==> src/rtl/dac_spi_tx_pkg.sv <==
// Shared constants, FSM encoding and frame builder for the DAC SPI transmitter.
package dac_spi_tx_pkg;

  localparam int FRAME_BITS = 16;
  localparam int DATA_BITS  = 10;
  localparam int BIT_CNT_W  = 6;
  // 16 rising plus 16 falling SCK edges; ticks are numbered 0..31
  localparam int LAST_TICK  = 2 * FRAME_BITS - 1;

  // write-A, buffered, 1x gain, active
  localparam logic [3:0] DAC_CFG_DEFAULT = 4'b0111;

  typedef enum logic [1:0] {
    ST_IDLE,
    ST_SHIFT,
    ST_LATCH
  } state_t;

  // Frame layout: config nibble, sample, two don't-care LSBs sent as zero
  function automatic logic [FRAME_BITS-1:0] build_frame(input logic [3:0]           cfg,
                                                        input logic [DATA_BITS-1:0] sample);
    return {cfg, sample, 2'b00};
  endfunction

endpackage

==> src/rtl/dac_spi_tx_if.sv <==
// Sample/handshake side and DAC pin side of the transmitter, bundled.
interface dac_spi_tx_if;
  import dac_spi_tx_pkg::*;

  logic [DATA_BITS-1:0] data_in;
  logic                 load;
  logic                 dac_cs;
  logic                 dac_sck;
  logic                 dac_sdi;
  logic                 dac_ld;
  logic                 busy;
  logic                 done;

  // Processor side: supplies samples, observes the DAC pins and status
  modport master (
    output data_in, load,
    input  dac_cs, dac_sck, dac_sdi, dac_ld, busy, done
  );

  // Transmitter side
  modport slave (
    input  data_in, load,
    output dac_cs, dac_sck, dac_sdi, dac_ld, busy, done
  );

endinterface

==> src/rtl/dac_spi_tx_sck_tick_gen.sv <==
// Half-period counter: counts 0..CLK_DIV-1 and flags the wrap as a tick.
module sck_tick_gen #(
  parameter int CLK_DIV = 25
) (
  input  logic sysclk,
  input  logic reset,
  input  logic clr,
  output logic tick
);

  localparam logic [7:0] LAST = 8'(CLK_DIV - 1);

  logic [7:0] cnt;

  assign tick = !clr && (cnt == LAST);

  // Count up, wrap on tick, hold at zero while cleared
  always_ff @(posedge sysclk or posedge reset) begin
    if (reset) begin
      cnt <= '0;
    end else if (clr || tick) begin
      cnt <= '0;
    end else begin
      cnt <= cnt + 8'd1;
    end
  end

endmodule

==> src/rtl/dac_spi_tx.sv <==
// Serialises one 16-bit DAC command per load: SPI shift, then an LDAC strobe.
module dac_spi_tx
  import dac_spi_tx_pkg::*;
#(
  parameter int         CLK_DIV = 25,
  parameter logic [3:0] DAC_CFG = DAC_CFG_DEFAULT
) (
  input  logic       sysclk,
  input  logic       reset,
  dac_spi_tx_if.slave bus
);

  state_t                state_q, state_d;
  logic [FRAME_BITS-1:0] shreg_q, shreg_d;
  logic [BIT_CNT_W-1:0]  bit_q, bit_d;
  logic                  sck_q, sck_d;
  logic                  done_d;
  logic                  cs_q, ld_q, busy_q, done_q;
  logic                  tick;
  logic                  cnt_clr;

  // Counter sits at zero in IDLE so SHIFT always starts on a fresh half-period
  assign cnt_clr = (state_q == ST_IDLE);

  sck_tick_gen #(
    .CLK_DIV (CLK_DIV)
  ) u_tick (
    .sysclk (sysclk),
    .reset  (reset),
    .clr    (cnt_clr),
    .tick   (tick)
  );

  // Next-state and datapath decisions
  always_comb begin
    state_d = state_q;
    shreg_d = shreg_q;
    bit_d   = bit_q;
    sck_d   = sck_q;
    done_d  = 1'b0;
    unique case (state_q)
      ST_IDLE: begin
        sck_d = 1'b0;
        if (bus.load) begin
          shreg_d = build_frame(DAC_CFG, bus.data_in);
          bit_d   = '0;
          state_d = ST_SHIFT;
        end
      end
      ST_SHIFT: begin
        if (tick) begin
          bit_d = bit_q + 1'b1;
          sck_d = ~sck_q;
          // SDI is the shift register MSB, so it only moves on SCK falling edges
          if (sck_q) begin
            shreg_d = {shreg_q[FRAME_BITS-2:0], 1'b0};
          end
          if (bit_q == BIT_CNT_W'(LAST_TICK)) begin
            state_d = ST_LATCH;
            sck_d   = 1'b0;
          end
        end
      end
      ST_LATCH: begin
        if (tick) begin
          state_d = ST_IDLE;
          done_d  = 1'b1;
        end
      end
      default: state_d = ST_IDLE;
    endcase
  end

  // FSM state register
  always_ff @(posedge sysclk or posedge reset) begin
    if (reset) begin
      state_q <= ST_IDLE;
    end else begin
      state_q <= state_d;
    end
  end

  // Datapath and registered pin outputs, decoded from the upcoming state
  always_ff @(posedge sysclk or posedge reset) begin
    if (reset) begin
      shreg_q <= '0;
      bit_q   <= '0;
      sck_q   <= 1'b0;
      cs_q    <= 1'b1;
      ld_q    <= 1'b1;
      busy_q  <= 1'b0;
      done_q  <= 1'b0;
    end else begin
      shreg_q <= shreg_d;
      bit_q   <= bit_d;
      sck_q   <= sck_d;
      cs_q    <= (state_d != ST_SHIFT);
      ld_q    <= (state_d != ST_LATCH);
      busy_q  <= (state_d != ST_IDLE);
      done_q  <= done_d;
    end
  end

  assign bus.dac_cs  = cs_q;
  assign bus.dac_sck = sck_q;
  assign bus.dac_sdi = shreg_q[FRAME_BITS-1];
  assign bus.dac_ld  = ld_q;
  assign bus.busy    = busy_q;
  assign bus.done    = done_q;

endmodule

==> src/flat_wrapper.sv <==
// flat-port wrapper written by rule: the top's interface ports become plain ports
module dac_spi_tx_flat import dac_spi_tx_pkg::*;
#(
  parameter int         CLK_DIV = 25,
  parameter logic [3:0] DAC_CFG = DAC_CFG_DEFAULT
)
  (sysclk, reset, bus_data_in, bus_load, bus_dac_cs, bus_dac_sck, bus_dac_sdi, bus_dac_ld, bus_busy, bus_done);
  dac_spi_tx_if bus_i ();
  input  logic sysclk;
  input  logic reset;
  input wire logic [$bits(bus_i.data_in)-1:0] bus_data_in;
  input wire logic [$bits(bus_i.load)-1:0] bus_load;
  output wire logic [$bits(bus_i.dac_cs)-1:0] bus_dac_cs;
  output wire logic [$bits(bus_i.dac_sck)-1:0] bus_dac_sck;
  output wire logic [$bits(bus_i.dac_sdi)-1:0] bus_dac_sdi;
  output wire logic [$bits(bus_i.dac_ld)-1:0] bus_dac_ld;
  output wire logic [$bits(bus_i.busy)-1:0] bus_busy;
  output wire logic [$bits(bus_i.done)-1:0] bus_done;
  assign bus_i.data_in = bus_data_in;
  assign bus_i.load = bus_load;
  assign bus_dac_cs = bus_i.dac_cs;
  assign bus_dac_sck = bus_i.dac_sck;
  assign bus_dac_sdi = bus_i.dac_sdi;
  assign bus_dac_ld = bus_i.dac_ld;
  assign bus_busy = bus_i.busy;
  assign bus_done = bus_i.done;
  dac_spi_tx #(.CLK_DIV(CLK_DIV), .DAC_CFG(DAC_CFG)) u_core (.sysclk(sysclk), .reset(reset), .bus(bus_i));
endmodule
==> config.mk <==
export PLATFORM = sky130hd
export DESIGN_NAME = dac_spi_tx_flat
export DESIGN_NICKNAME = d
export VERILOG_FILES = /design/src/rtl/dac_spi_tx_pkg.sv /design/src/rtl/dac_spi_tx_if.sv /design/src/rtl/dac_spi_tx_sck_tick_gen.sv /design/src/rtl/dac_spi_tx.sv /design/src/flat_wrapper.sv
export SDC_FILE = /design/constraint.sdc
export NUM_CORES = 1
export LEC_CHECK = 0
export ABC_CLOCK_PERIOD_IN_PS = 3330
export CAP_MARGIN = 20
export CELL_PAD_IN_SITES_DETAIL_PLACEMENT = 1
export CELL_PAD_IN_SITES_GLOBAL_PLACEMENT = 2
export CORE_MARGIN = 2
export CORE_UTILIZATION = 37
export CTS_BUF_LIST = sky130_fd_sc_hd__clkbuf_8 sky130_fd_sc_hd__clkbuf_16
export DETAILED_ROUTE_END_ITERATION = 16
export PLACE_DENSITY = 0.83
export SYNTH_ARGS = -nofsm -noshare
export SYNTH_HDL_FRONTEND = slang
export SYNTH_SLANG_ARGS = --single-unit
==> constraint.sdc <==
create_clock -name sysclk -period 3.33 [get_ports sysclk]
set_input_delay 0.4995 -clock sysclk [delete_from_list [all_inputs] [get_ports sysclk]]
set_output_delay 0.4995 -clock sysclk [all_outputs]
set_load 0.1 [all_outputs]
Yosys cells after proc, flatten, opt, wreduce, memory -nomap -nowiden
Cells that the tools add are included.
{"block": "totals", "latchBits": 0, "elab_cells": 48, "memories": 0, "ram_bits": 0, "mem_bits_ro": 0, "register_bits": 37, "output_inout_bits": 6, "in_bits": 13}
{"block": "op_classes", "muxes": 18, "eq_ne": 9, "addsub": 2, "n_reduce_logical": 9, "n_shift": 0, "div_mod_pow": 0, "bitwise_logic": 1, "n_lt_le_gt_ge": 0, "multipliers": 0}
{"operator": "$mux W16", "n": 3}
{"operator": "$pmux W16 S2", "n": 1}
{"operator": "$mux W6", "n": 2}
{"operator": "$pmux W6 S2", "n": 1}
{"operator": "$add A8 B1 Y8 const B", "n": 1}
{"operator": "$eq A8 B5 Y1 const B", "n": 1}
{"operator": "$mux W2", "n": 4}
{"operator": "$mux W8", "n": 1}
{"operator": "$add A6 B1 Y6 const B", "n": 1}
{"operator": "$eq A6 B5 Y1 const B", "n": 1}
{"operator": "$ne A2 B2 Y1 const B", "n": 3}
{"operator": "$pmux W2 S3", "n": 1}
{"operator": "$mux W1", "n": 4}
{"operator": "$ne A2 B1 Y1 const B", "n": 2}
{"operator": "$reduce_and A4 Y1", "n": 1}
{"operator": "$reduce_bool A2 Y1", "n": 2}
{"operator": "$reduce_and A3 Y1", "n": 1}
{"operator": "$eq A2 B1 Y1 const B", "n": 1}
{"operator": "$eq A2 B2 Y1 const B", "n": 1}
{"operator": "$logic_not A2 Y1", "n": 1}
{"operator": "$pmux W1 S2", "n": 1}
{"operator": "$reduce_and A2 Y1", "n": 1}
{"operator": "$logic_and A1 B1 Y1", "n": 1}
{"operator": "$logic_not A1 Y1", "n": 1}
{"operator": "other kinds (2)", "n": 2}

Depth between registers and ports, before layout
Gate-level depths: netlist of the first run.
{"block": "logic_depth", "ltp_word": 6, "ltp_mapped": 7, "ltp_nobuf": 6}

By module
Synthesis of the first run repeated with hierarchy kept, for this count alone.
{"block": "hier_totals", "cells_unflattened": 151, "hier_area_um2": 1769.2}
{"module": "dac_spi_tx", "seq_area_each_um2": 678.2, "cells_each": 111, "n_inst": 1, "area_per_inst_um2": 1356.3}
{"module": "sck_tick_gen", "seq_area_each_um2": 200.2, "cells_each": 40, "n_inst": 1, "area_per_inst_um2": 412.9}

Least setup slack after synthesis of the first run
No wires, ideal clock.
{"block": "synth_path", "kind": "register -> register", "startpoint": "register u_core.sck_q, in the netlist u_core.bus.dac_sck", "endpoint": "register u_core.shreg_q[12]", "path_stages_with_launch": 4, "n_path_buf": 1, "required_time_ns": 3.209, "path_slack_ns": 1.457, "setup_ns": 0.121, "t_arrival_ns": 1.752, "synth_period_minus_slack_ns": 1.873, "cell_sequence": "dfrtp_1 > nand4_1 > buf_2 > o22a_1"}
{"block": "synth_via", "elab_chain_len": 2}
{"element": "start: declaration", "line_no": "dac_spi_tx.sv:16", "rtl": "logic sck_q, sck_d;"}
{"element": "start signal: assignment", "line_no": "dac_spi_tx.sv:96", "rtl": "sck_q <= sck_d;"}
{"element": "$ne A2 B1 Y1 (no source line)"}
{"element": "$reduce_and A4 Y1 (no source line)"}
{"element": "end signal: assignment", "line_no": "dac_spi_tx.sv:94", "rtl": "shreg_q <= shreg_d;"}
{"element": "end: declaration", "line_no": "dac_spi_tx.sv:14", "rtl": "logic [FRAME_BITS-1:0] shreg_q, shreg_d;"}
Every way passes these cells.
A chain may end at the register's enable or synchronous reset.

Final worst setup path of the first run
{"block": "layout_path", "startpoint": "register u_core.sck_q, in the netlist u_core.bus.dac_sck", "endpoint": "output bus_dac_sck"}
{"element": "end: declaration", "line_no": "flat_wrapper.sv:14", "rtl": "output wire logic [$bits(bus_i.dac_sck)-1:0] bus_dac_sck;"}
No word-level cell between the ends.

==> implementation parameters, run 1 <==
Parameter                              Value

Pwr
  Total power after layout    0.847 mW
  Power per unit of standard cell area    442 mW/mm^2
  Leak pwr    0.855 nW
  Worst vdd rail ir drop    0.000185 V

Setup path
  CP Launch Type    flip-flop
  CP max stage cell    sky130_fd_sc_hd__clkdlybuf4s50_1
  Worst-path cell chain    clkdlybuf4s50_1
  Data required time of the worst path    2.83 ns
  Kind of capture point of the worst setup path    primary output
  Worst Path Class, Setup    flip-flop to primary output
  Number of cells on the worst reg-to-reg path    4
  Worst R2R Setup Slack    1.39 ns
  Reg-to-Reg Start    u_core.u_tick.cnt[5]
  Worst R2R End    u_core.u_tick.cnt[6]
  Data arrival time at the worst-slack endpoint    1.80 ns
  Buffers and inverters on the worst path    1
  Largest fanout on the critical path    3
  Critical Path Max Stage Delay    1.14 ns
  Cell type group with the largest total delay on the critical path    buffers and inverters

Synthesis
  Number of warnings printed during yosys synthesis    0
  Cell taking the most area after synthesis    sky130_fd_sc_hd__dfrtp_1
  Asr flop ratio synth    1.00
  Register area share after synthesis    0.560
  Top area cells in the synthesized netlist    sky130_fd_sc_hd__dfrtp_1, sky130_fd_sc_hd__nor2_1, sky130_fd_sc_hd__o22ai_1
  Share of the synthesized area in the top cell type    0.526
  Prevailing post-synth register cell    sky130_fd_sc_hd__dfrtp_1
  Netlist area before placement    0.00157 sq mm
  Nets in the synthesized netlist    172
  Number of instances in the synthesized netlist    156
  Most frequent cell after synthesis    sky130_fd_sc_hd__dfrtp_1
  Post-synth cell types    33
  Avg Cell Area, Syn    10.1 sq um
  Post-synth top cells    sky130_fd_sc_hd__dfrtp_1, sky130_fd_sc_hd__nor2_1, sky130_fd_sc_hd__o22ai_1, sky130_fd_sc_hd__a21oi_1, sky130_fd_sc_hd__nand3_1
  Number of enable flip-flop cells after synthesis    0
  Yosys reg bits    35

Flow run
  Maximum capacitance violations    0

Floorplanning
  Area of the die    0.00478 sq mm
  Initial core utilization    0.389
  Die height    69.1 um
  Number of standard-cell rows in the floorplan    23
  Placeable core area    0.00403 sq mm
  Chip Width    69.1 um
  Number of ports placed on the die boundary    19

Detailed routing
  Wire length per cell after detailed routing    16.0 um
  Initial DRC Count    37
  Ratio of routed vias to standard cells    5.34
  Post-detailed-routing wire length    3660 um
  Number of iterations in the first detailed-routing pass    4
  Via Count    1,218
  Count of unresolved DRC violations after routing    0
  Number of nets with antenna violations after routing    0

Global route
  Global-route usage over all layers    0.168
  Number of antenna violations at the first check in global routing    0
  Wire length of the first global-routing pass    6380 um
  Maximum number of pins on one net before global-route repair    36
  Grt ovf    0
  Number of global-route vias before repair    1,359

CTS
  Cells resized by post-CTS repair    0
  CTS Buf Count    5
  Buffer type at the clock tree root    sky130_fd_sc_hd__clkbuf_8
  Clock tree from TritonCTS    done
  CTS hold repair buffers    0
  Maximum number of buffers from clock root to sink    2
  Total clock sinks    35
  Later-pin clock latency in the skew report    0.29 ns
  Clk pin slew, worst setup/hold paths    0.08 ns
  Number of H-tree branching levels    2
  Post CTS Setup Buffer Count    0

STA
  Setup clock skew after layout    0.00788 ns
  RSZ-0062 raised after global routing    no
  Total count of max-transition violations in the final report    0
  Top achievable clock speed    435 MHz
  Period utilisation layout    0.690
  Hold Fails Final Rpt    0
  Sum of negative setup slack    0 ns
  Least-Margin Pin Slew    0.969 ns
  Final setup violation count    0
  Final Worst Setup Slack    1.03 ns
  Final critical-path required period    2.30 ns
  Worst slew margin relative to its limit    0.352
  Worst hold slack after final layout    0.503 ns

Layout
  Relative area change from synthesis to final layout    22.1%
  Total non-filler cell area in the finished layout    0.00192 sq mm
  Post-route core utilization    0.475
  Diodes inserted    0
  Final non-filler cell total    228
  Nets    193
  Share of post-route cells with drive strength above 1    0.107

Placement
  Post-placement cell count    220
  Detailed Place HPWL    2570 um
  Area of placed instances    0.00180 sq mm
  GP Congestion    0.784
  Minimum setup slack after placement    1.23 ns
  Buffers on Ports    18

Run status
  Result of the run    finished, final reports clean

Min path
  Number of stages on the worst hold path    1
  Worst hold-check path type    flip-flop to flip-flop
  Critical hold path startpoint    u_core.shreg_q[12]
  End of the worst hold path    u_core.shreg_q[12]
==> kinds of logic (layout without fill, tap and decap cells) <==
group / after synthesis / count (layout) / synth area share
simple gates: 62 / 62 / 0.202
compound gates: 33 / 33 / 0.127
fa+ha+maj: 3 / 3 / 0.0239
xor+xnor: 10 / 10 / 0.0558
buf+inv: 13 / 35 / 0.0319
flops: 35 / 35 / 0.560
==> cells in the final DEF (no fill, tap or decap), types with 4 or more instances in the layout <==
| cell | netlist | final |
|---|---|---|
| sky130_fd_sc_hd__a21oi_1 | 11 | 11 |
| sky130_fd_sc_hd__xnor2_1 | 5 | 5 |
| sky130_fd_sc_hd__nand3_1 | 10 | 10 |
| sky130_fd_sc_hd__buf_4 | 0 | 4 |
| sky130_fd_sc_hd__inv_1 | 7 | 7 |
| sky130_fd_sc_hd__clkdlybuf4s50_1 | 0 | 16 |
| sky130_fd_sc_hd__nand2_1 | 8 | 8 |
| sky130_fd_sc_hd__o22ai_1 | 12 | 12 |
| sky130_fd_sc_hd__dfrtp_1 | 33 | 33 |
| sky130_fd_sc_hd__nor2_1 | 25 | 25 |
| sky130_fd_sc_hd__xor2_1 | 5 | 5 |
| sky130_fd_sc_hd__clkbuf_8 | 0 | 6 |
==> metal layers <==
metal / wire [um] / vias up / global-route usage / share of wire
met5: 0 / - / 0 / 0
met4: 34 / 0 / 0.0458 / 0.0093
met3: 130 / 4 / 0.0541 / 0.036
met2: 1900 / 17 / 0.300 / 0.52
met1: 1600 / 609 / 0.193 / 0.44
li1: - / 588 / - / -
==> state kept, by name (all words and copies together), names as in the netlist <==
signal	flops
u_core.state_q	2
u_core.bit_q	6
u_core.bus.busy	1
u_core.bus.dac_cs	1
u_core.bus.done	1
u_core.bus.dac_sck	1
u_core.shreg_q	14
u_core.u_tick.cnt	8
u_core.bus.dac_ld	1
==> worst max path at each step <==
stage | from | end | slack (ns) | cells past startpoint
2_1_floorplan | u_core.bus.dac_sck | u_core.shreg_q[12] | 1.46 | 3
3_3_place_gp | u_core.bus.dac_sck | bus_dac_sck | 1.36 | 1
3_5_place_dp | bus_load | u_core.shreg_q[10] | 1.23 | 4
4_1_cts | u_core.bus.dac_sck | bus_dac_sck | 1.02 | 1
5_1_grt | u_core.bus.dac_sck | bus_dac_sck | 0.98 | 1
6_report | u_core.bus.dac_sck | bus_dac_sck | 1.03 | 1
==> layout make-up <==
class	instances	area, sq um
clock inverter	2	35.0
sequential	35	878
clock buffer	6	82.6
fill	478	2110
multi-input combinational	108	641
inverter	7	26.3
timing repair buffer	20	190
tap	50	62.6
==> power by group <==
group          switching (mW)  internal (mW)  total (mW)  leakage [nW]
combinational          0.0105         0.0131      0.0236         0.341
sequential                  0          0.425       0.425         0.453
clock                   0.156          0.242       0.399        0.0612
Note: power is estimated with default switching activity, not from simulation.
==> run 2, diff against run 1 <==
--- a/config.mk
+++ b/config.mk
@@ -5,15 +5,15 @@
 export SDC_FILE = /design/constraint.sdc
 export NUM_CORES = 1
 export LEC_CHECK = 0
-export ABC_CLOCK_PERIOD_IN_PS = 3330
+export ABC_CLOCK_PERIOD_IN_PS = 1900
 export CAP_MARGIN = 20
 export CELL_PAD_IN_SITES_DETAIL_PLACEMENT = 1
 export CELL_PAD_IN_SITES_GLOBAL_PLACEMENT = 2
 export CORE_MARGIN = 2
-export CORE_UTILIZATION = 37
+export CORE_UTILIZATION = 31
 export CTS_BUF_LIST = sky130_fd_sc_hd__clkbuf_8 sky130_fd_sc_hd__clkbuf_16
 export DETAILED_ROUTE_END_ITERATION = 16
-export PLACE_DENSITY = 0.83
+export PLACE_DENSITY = 0.74
 export SYNTH_ARGS = -nofsm -noshare
 export SYNTH_HDL_FRONTEND = slang
 export SYNTH_SLANG_ARGS = --single-unit
==> constraint.sdc (replaced) <==
create_clock -name sysclk -period 1.9 [get_ports sysclk]
set_input_delay 0.285 -clock sysclk [delete_from_list [all_inputs] [get_ports sysclk]]
set_output_delay 0.285 -clock sysclk [all_outputs]
set_load 0.1 [all_outputs]
==> run 2 against run 1 <==
  * Wire length fell by 2.9%
  * Sequential power rose by 75%
  * Highest routed layer unchanged
  * Clock power rose by 68%
  * Setup slack got worse by 0.85 ns
  * Sequential cell count did not move
==> implementation parameters, run 2 (same netlist as run 1, synthesis figures left out) <==
Parameter                              Value

CTS
  Number of H-tree branching levels    2 (unchanged)
  Buffer type at the clock tree root    sky130_fd_sc_hd__clkbuf_8 (unchanged)
  Cells resized by post-CTS repair    0 (unchanged)
  Later-pin clock latency in the skew report    0.29 ns (about the same)
  CTS Buf Count    5 (unchanged)
  Clk pin slew, worst setup/hold paths    0.08 ns (about the same)
  CTS hold repair buffers    0 (unchanged)
  Clock tree from TritonCTS    done (unchanged)
  Post CTS Setup Buffer Count    0 (unchanged)
  Maximum number of buffers from clock root to sink    2 (unchanged)
  Total clock sinks    35 (unchanged)

STA
  Hold Fails Final Rpt    0 (unchanged)
  Worst slew margin relative to its limit    0.708 (was 0.352)
  Final setup violation count    0 (unchanged)
  Worst hold slack after final layout    0.395 ns (was 0.503 ns)
  Total count of max-transition violations in the final report    0 (unchanged)
  Final critical-path required period    1.72 ns
  Period utilisation layout    0.905
  Sum of negative setup slack    0 ns (unchanged)
  RSZ-0062 raised after global routing    no (unchanged)
  Least-Margin Pin Slew    0.438 ns (was 0.969 ns)
  Top achievable clock speed    582 MHz
  Setup clock skew after layout    0.00656 ns (was 0.00788 ns)

Layout
  Share of post-route cells with drive strength above 1    0.162 (was 0.107)
  Commonest cells after routing, fill and taps aside    sky130_fd_sc_hd__dfrtp_1, sky130_fd_sc_hd__nor2_1, sky130_fd_sc_hd__o22ai_1, sky130_fd_sc_hd__clkdlybuf4s50_1, sky130_fd_sc_hd__buf_4 (was sky130_fd_sc_hd__dfrtp_1, sky130_fd_sc_hd__nor2_1, sky130_fd_sc_hd__clkdlybuf4s50_1)
  Relative area change from synthesis to final layout    28.2% (was 22.1%)
  Most common cell after layout, fill and taps aside    sky130_fd_sc_hd__dfrtp_1 (unchanged)
  Nets    200 (was 193)
  Max reg flops    14 (unchanged)
  Largest registers    u_core.shreg_q x14, u_core.u_tick.cnt x8, u_core.bit_q x6 (unchanged)
  Filler cell count    557 (was 478)
  Register name with the most flops    u_core.shreg_q (unchanged)
  Diodes inserted    0 (unchanged)

Setup path
  Worst-path cell chain    or4b_4, nor4_1, xnor2_1, nor2_1 (was clkdlybuf4s50_1)
  Worst Path Class, Setup    flip-flop to flip-flop (was flip-flop to primary output)
  Kind of capture point of the worst setup path    flip-flop (was primary output)
  Data required time of the worst path    2.08 ns (was 2.83 ns)
  Largest fanout on the critical path    5 (was 3)
  Critical Path Max Stage Delay    0.59 ns (was 1.14 ns)
  Data arrival time at the worst-slack endpoint    1.90 ns (was 1.80 ns)
  CP Launch Type    flip-flop (unchanged)
  CP max stage cell    sky130_fd_sc_hd__or4b_4 (was sky130_fd_sc_hd__clkdlybuf4s50_1)

Pwr
  Leak pwr    0.896 nW (was 0.855 nW)
  Power per unit of standard cell area    723 mW/mm^2 (was 442 mW/mm^2)
  Worst vdd rail ir drop    0.000381 V (was 0.000185 V)

Detailed routing
  Number of iterations in the first detailed-routing pass    4 (unchanged)
  Number of nets with antenna violations after routing    0 (unchanged)
  Initial DRC Count    20 (was 37)
  Ratio of routed vias to standard cells    5.00 (was 5.34)
  Post-detailed-routing wire length    3550 um (was 3660 um)
  Via Count    1,259 (was 1,218)
  Count of unresolved DRC violations after routing    0 (unchanged)
  Wire length per cell after detailed routing    14.1 um (was 16.0 um)

Floorplanning
  Number of ports placed on the die boundary    19 (unchanged)
  Chip Width    75.1 um (was 69.1 um)
  Number of standard-cell rows in the floorplan    25 (was 23)
  Placeable core area    0.00482 sq mm (was 0.00403 sq mm)
  Die height    75.1 um (was 69.1 um)
  Initial core utilization    0.326 (was 0.389)
  Area of the die    0.00565 sq mm (was 0.00478 sq mm)

Global route
  Grt ovf    0 (unchanged)
  Number of global-route vias before repair    1,311 (was 1,359)
  Number of antenna violations at the first check in global routing    0 (unchanged)
  Wire length of the first global-routing pass    5980 um (was 6380 um)
  Maximum number of pins on one net before global-route repair    36 (unchanged)
  Global-route usage over all layers    0.141 (was 0.168)

Flow run
  Maximum capacitance violations    0 (unchanged)

Min path
  Worst hold-check path type    primary input to async pin (was flip-flop to flip-flop)

Run status
  Result of the run    finished, final reports clean (unchanged)

Placement
  Buffers on Ports    18 (unchanged)
  GP Congestion    0.845 (was 0.784)
  Detailed Place HPWL    2580 um (was 2570 um)
[run 2: cell types whose count changed in the layout (fill, tap and decap cells not counted)]
cell | previous run | this run
sky130_fd_sc_hd__buf_4 | 4 | 12
sky130_fd_sc_hd__clkbuf_8 | 6 | 5
sky130_fd_sc_hd__clkinv_4 | 0 | 1
sky130_fd_sc_hd__clkdlybuf4s50_1 | 16 | 12
sky130_fd_sc_hd__buf_12 | 0 | 3
[run 2: area by class of cell]
cell class              count  area, sq um  area share
repair buffers             27          270       0.134
clock buffers               5         68.8      0.0342
well taps                  67         83.8      0.0417
inverters                   7         26.3      0.0131
multi-input cells         108          641       0.318
clock inverters             3         43.8      0.0218
flip-flops and latches     35          878       0.437
[run 2: critical path: cells and delay by family (launching register included)]
family,cells,cell delay (ns)
flip-flops,1,0.44
AND/OR/NAND/NOR,3,1.00
XOR/XNOR,1,0.18
[run 2: worst paths after layout]
path                                 endpoint                  from  slack, ns  cells after the start
setup / recovery              u_core.bit_q[3]  u_core.u_tick.cnt[5]       0.18                      4
hold / removal                u_core.bit_q[1]                 reset       0.40                      3
setup reg to reg              u_core.bit_q[3]  u_core.u_tick.cnt[5]       0.18                      4
hold reg to reg            u_core.shreg_q[12]    u_core.shreg_q[12]       0.50                      1
max in group asynchronous   u_core.bus.dac_cs                 reset       1.17                      3
min in group sysclk        u_core.shreg_q[12]    u_core.shreg_q[12]       0.50                      1
[run 2: report_power, final]
| group | total (mW) | switching (mW) | internal [mW] |
|---|---|---|---|
| sequential | 0.745 | 0 | 0.745 |
| combinational | 0.0406 | 0.0177 | 0.0229 |
| clock | 0.669 | 0.278 | 0.391 |
| total | 1.45 | 0.296 | 1.16 |
[run 2: stage by stage]
stage                     setup WS [ns]   util  total power [mW]  cell area, sq um  std cells
after detailed placement          0.173  0.394             0.801              1900        244
after global routing             0.0616  0.418              1.51              2010        252
after CTS                         0.175  0.418              1.49              2010        252
after global placement            0.242  0.394             0.801              1900        244
final                             0.181  0.418              1.45              2010        252
after floorplan                  0.0269      -             0.770              1570        156
[run 2: layer usage]
layer	global-route usage	routed length, um	vias up
met3	0.0375	167	7
met4	0.0585	72	0
li1	-	-	600
met2	0.226	1690	21
met5	0	0	-
met1	0.180	1620	631
